**config.mk**
```make
export PLATFORM = sky130hd
export DESIGN_NAME = uart_tx_arb
export DESIGN_NICKNAME = d
export VERILOG_FILES = /design/src/rtl/uart_tx_arb.sv
export SDC_FILE = /design/constraint.sdc
export NUM_CORES = 1
export LEC_CHECK = 0
export BUFFER_PORTS_ARGS = -buffer_cell sky130_fd_sc_hd__clkbuf_2
export CAP_MARGIN = 10
export CORE_MARGIN = 3
export CORE_UTILIZATION = 35
export DETAILED_ROUTE_END_ITERATION = 6
export PLACE_DENSITY = 0.73
export SETUP_SLACK_MARGIN = 0.15
export SLEW_MARGIN = 20
export SYNTH_ARGS = -nofsm -noshare
export SYNTH_HDL_FRONTEND = slang
export SYNTH_SLANG_ARGS = --single-unit
```
**constraint.sdc**
```tcl
create_clock -name clk -period 4 [get_ports clk]
set_input_delay 0.2 -clock clk [delete_from_list [all_inputs] [get_ports clk]]
set_output_delay 0.2 -clock clk [all_outputs]
set_load 0.02 [all_outputs]
```
**src/rtl/uart_tx_arb.sv**
```systemverilog
`default_nettype none
// +----------------------------------------------------------------------+
// | uart_tx_arb: round-robin arbiter of two byte producers onto a single |
// | UART tx core. Define UART_ARB_LOCK_EN for per-packet grant locking.  |
// | Revision: 1.0                                                        |
// +----------------------------------------------------------------------+
module uart_tx_arb #(
  parameter int unsigned START_TIMEOUT = 4,
  parameter int unsigned LOCK_MAX      = 64
) (
  input  logic       clk,
  input  logic       rst,
  input  logic       a_valid,
  input  logic [7:0] a_data,
  input  logic       a_last,
  output logic       a_ready,
  input  logic       b_valid,
  input  logic [7:0] b_data,
  input  logic       b_last,
  output logic       b_ready,
  output logic       tx_start,
  output logic [7:0] tx_data,
  input  logic       tx_busy,
  output logic [1:0] grant,
  output logic       err
);

  localparam int unsigned CNT_W = $clog2(START_TIMEOUT + 1);

  typedef enum logic [1:0] {
    IDLE      = 2'd0,
    WAIT_BUSY = 2'd1,
    WAIT_DONE = 2'd2
  } state_t;

  state_t           state_q, state_d;
  logic [CNT_W-1:0] cnt_q, cnt_d, cnt_inc;
  logic             rr_q, rr_d;
  logic             tx_start_q, tx_start_d;
  logic [7:0]       tx_data_q, tx_data_d;
  logic             a_ready_q, a_ready_d;
  logic             b_ready_q, b_ready_d;
  logic [1:0]       grant_q, grant_d;
  logic             err_q, err_d;

  logic a_elig, b_elig, pick_b, take, accept;

`ifdef UART_ARB_LOCK_EN
  localparam int unsigned LCNT_W = $clog2(LOCK_MAX + 1);

  logic              lock_q, lock_d;
  logic [LCNT_W-1:0] lcnt_q, lcnt_d, lcnt_inc;
  logic              win_last;

  // While locked only the current owner (grant_q) may be selected.
  assign a_elig   = a_valid & (~lock_q | ~grant_q[1]);
  assign b_elig   = b_valid & (~lock_q |  grant_q[1]);
  assign lcnt_inc = lcnt_q + LCNT_W'(1);
  assign win_last = pick_b ? b_last : a_last;
`else
  logic unused_last;

  assign a_elig      = a_valid;
  assign b_elig      = b_valid;
  assign unused_last = a_last ^ b_last ^ LOCK_MAX[0];
`endif

  // rr_q=0 favours A, rr_q=1 favours B
  assign pick_b  = b_elig & (~a_elig | rr_q);
  assign take    = (a_elig | b_elig) & ~tx_busy;
  assign cnt_inc = cnt_q + CNT_W'(1);

  always_comb begin
    state_d    = state_q;
    cnt_d      = cnt_q;
    rr_d       = rr_q;
    tx_start_d = 1'b0;
    tx_data_d  = tx_data_q;
    a_ready_d  = 1'b0;
    b_ready_d  = 1'b0;
    grant_d    = grant_q;
    err_d      = 1'b0;
    accept     = 1'b0;
`ifdef UART_ARB_LOCK_EN
    lock_d     = lock_q;
    lcnt_d     = lcnt_q;
`endif

    case (state_q)
      IDLE: accept = take;
      WAIT_BUSY: begin
        if (tx_busy) begin
          state_d = WAIT_DONE;
          cnt_d   = '0;
        end else if (cnt_inc == CNT_W'(START_TIMEOUT)) begin
          err_d   = 1'b1;
          state_d = IDLE;
          cnt_d   = '0;
`ifdef UART_ARB_LOCK_EN
          lock_d  = 1'b0;
          lcnt_d  = '0;
`endif
        end else begin
          cnt_d = cnt_inc;
        end
      end
      WAIT_DONE: begin
        // The cycle busy falls already counts as idle, so a waiting byte
        // starts one cycle after the core finishes.
        if (!tx_busy) begin
          state_d = IDLE;
          accept  = take;
        end
      end
      default: state_d = IDLE;
    endcase

    if (accept) begin
      tx_start_d = 1'b1;
      tx_data_d  = pick_b ? b_data : a_data;
      a_ready_d  = ~pick_b;
      b_ready_d  = pick_b;
      grant_d    = pick_b ? 2'b10 : 2'b01;
      rr_d       = ~pick_b;
      state_d    = WAIT_BUSY;
      cnt_d      = '0;
`ifdef UART_ARB_LOCK_EN
      if (win_last || (lcnt_inc == LCNT_W'(LOCK_MAX))) begin
        lock_d = 1'b0;
        lcnt_d = '0;
      end else begin
        lock_d = 1'b1;
        lcnt_d = lcnt_inc;
      end
`endif
    end
  end

  always_ff @(posedge clk) begin
    if (!rst) begin
      state_q    <= IDLE;
      cnt_q      <= '0;
      rr_q       <= 1'b0;
      tx_start_q <= 1'b0;
      tx_data_q  <= 8'h00;
      a_ready_q  <= 1'b0;
      b_ready_q  <= 1'b0;
      grant_q    <= 2'b00;
      err_q      <= 1'b0;
`ifdef UART_ARB_LOCK_EN
      lock_q     <= 1'b0;
      lcnt_q     <= '0;
`endif
    end else begin
      state_q    <= state_d;
      cnt_q      <= cnt_d;
      rr_q       <= rr_d;
      tx_start_q <= tx_start_d;
      tx_data_q  <= tx_data_d;
      a_ready_q  <= a_ready_d;
      b_ready_q  <= b_ready_d;
      grant_q    <= grant_d;
      err_q      <= err_d;
`ifdef UART_ARB_LOCK_EN
      lock_q     <= lock_d;
      lcnt_q     <= lcnt_d;
`endif
    end
  end

  assign tx_start = tx_start_q;
  assign tx_data  = tx_data_q;
  assign a_ready  = a_ready_q;
  assign b_ready  = b_ready_q;
  assign grant    = grant_q;
  assign err      = err_q;

endmodule
`default_nettype wire

```
==> metrics.csv <==
metric,value,unit
drc,0,
synthCells,88,
ys_warn_count,0,
viasPerCell,5.141,
ys_types,27,
synthAdderAreaFrac,0.03091,
dieArea,2926,um2
die_height,54.09,um
crit_path_end_kind,flop,
r2r_end,tx_data[4],
r2r_cells,3,
post_cts_buffers,0,
cts_buffers,3,
yosysSeqAreaShare,0.4699,
register_area,380.4,um2
critPathLaunchType,flop,
fillers,220,
clock-sinks,19,
fin_crit_sh,0.3495,
required,4190,ps
setup_viol,0,
antenna_found_initial,0,
fin_tns_setup,0,ps
fin_crit,1398,ps
wl,1822,um
hpwl,1459,um
mostFrequentLayoutCells,"clkbuf_2, dfxtp_1, nor3_1",
grt-ovfl-total,0,
cts_root_buf,clkbuf_4,
fin_nets,148,
relSlewSlack,0.7069,
drive_gt1_frac,0.3279,
fin_util,0.4892,
hold_buffers,0,
muxShareOfSynthArea,0.01236,
cts_tree,yes,
critPathMaxFanout,8,
ctsResizeCount,0,
synth-simple-area-share,0.2411,
synth_compound_area_frac,0.2040,
grt_max_degree,13,
r2r_slack,2600,ps
r2r-start,state_q[0],
status,finished clean,
core_area,2082,um2
rsz0062_at_grt,false,
min_path_cells,2,
clk_latency,290,ps
numPortBuffers,34,
syn_avg_cell_area,9.199,um2
wire_per_inst,12.23,um
first_pass_iters,4,
start_util,0.3888,
synth_top_family_by_area,simple AND/OR/NAND/NOR gates,
grt_pass1_vias,673,
synth-seq-cells,19,
layout_commonest_cell,clkbuf_2,
syn-num-nets,113,
maxCapViolCount,0,
grt_pass1_wl,2787,um
power_density,354.8,nW/um2
tightest_slew,438.7,ps
clk_pin_slew,100,ps
worstHoldStart,b_data[2],
diodes,0,
crit_arrival,1580,ps
final-max-slew-violation-count,0,
ir_drop,0.2682,mV
cts_buffer_depth,2,
ant_nets,0,
gp_congestion,0.7096,
first_iter_violations,15,
synthXorXnorAreaFrac,0.01082,
netlist_area,809.5,um2
fin_skew,0.4130,ps
critical_path_class,reg2reg,
fp-row-count,16,
whs_endpoint,tx_data[2],
fmax,715.3,MHz
track_usage,0.1319,
power_leakage,0.4812,nW
cts_max_level,1,
syn_to_final_growth,25.81,%
die_x,54.09,um
ios,37,
multiInputGateArea,404.1,um2
crit_start,state_q[0],
hp-class,in2reg,
hold_viol,0,
num_vias,766,
kinds of logic (layout without fill, tap and decap cells):
group	count (synthesis)	after routing
AOI/OAI and AO/OA	22	22
xor gates and xnor gates	1	1
adders and majority gates	2	2
buffers and inverters	5	39
DFF	19	19
muxes	1	1
and+or+nand+nor	38	38
synth_stat cells, drive strengths merged:
| master | count | area share |
|---|---|---|
| a21oi | 4 | 0.025 |
| a31oi | 2 | 0.015 |
| inv | 1 | 0.0046 |
| a21o | 3 | 0.028 |
| ha | 2 | 0.031 |
| a21boi | 1 | 0.0093 |
| a221o | 6 | 0.074 |
| nand2 | 8 | 0.037 |
| mux2i | 1 | 0.012 |
| dfxtp | 19 | 0.47 |
| o21ai | 4 | 0.025 |
| nor2b | 1 | 0.0077 |
| nor2 | 6 | 0.028 |
| clkbuf | 1 | 0.0046 |
| xor2 | 1 | 0.011 |
| nor3b | 1 | 0.0093 |
| nand4 | 2 | 0.015 |
| or2 | 1 | 0.011 |
| and4 | 1 | 0.011 |
| o21a | 2 | 0.028 |
| nor3 | 9 | 0.056 |
| nand2b | 4 | 0.031 |
| buf | 3 | 0.022 |
| or3b | 1 | 0.011 |
| nand3 | 4 | 0.025 |
per-layer routing:
metal / track usage / part of all wire / vias up
met4: 0.03320 / 0 / 0
met3: 0.04155 / 0.057 / 0
met1: 0.1622 / 0.42 / 355
met2: 0.2218 / 0.52 / 21
met5: 0 / 0 / -
li1: - / - / 390
per-stage QoR:
step / power (mW) / instances / instance area [um2] / hold WS (ps) / setup slack, ps
after global placement: 0.2706 / 145 / 992.2 / 425.5 / 2657
after CTS: 0.3665 / 149 / 1018 / 117.2 / 2607
after floorplan: 0.2480 / 88 / 809.5 / 316.1 / 2719
after detailed placement: 0.2724 / 145 / 992.2 / 430.4 / 2630
final: 0.3613 / 149 / 1018 / 128.4 / 2602
after global routing: 0.3819 / 149 / 1018 / 119.9 / 2544
area by class of cell:
class,instances,area share
flip-flops and latches,19,0.3735
well taps,27,0.03317
multi-input cells,64,0.3968
repair buffers,34,0.1671
clock buffers,4,0.02580
inverters,1,0.003685
state kept, by name, summed over array words and instances (netlist names):
name      flops
tx_start      1
cnt_q         3
tx_data       8
grant         2
state_q       2
err           1
a_ready       1
b_ready       1
worst max-delay path: stages (launching register included):
cell	delay [ps]
dfxtp_1	390
or2_4	300
o21a_4	260
a221o_1	350
worst max-delay path by stage:
stage / endpoint / slack [ps] / depth (start not counted)
2_1_floorplan: tx_data[1] / 2720 / 3
3_3_place_gp: tx_data[2] / 2660 / 4
3_5_place_dp: tx_data[4] / 2630 / 3
4_1_cts: tx_data[5] / 2610 / 3
5_1_grt: cnt_q[1] / 2540 / 3
6_report: tx_data[4] / 2600 / 3
power by group:
group          leakage [nW]  switching (mW)  internal [mW]
Combinational         0.311          0.0362         0.0261
Sequential            0.155         0.00635          0.199
Clock                0.0150          0.0548         0.0388
No activity file was read; power rests on OpenSTA's default activity.
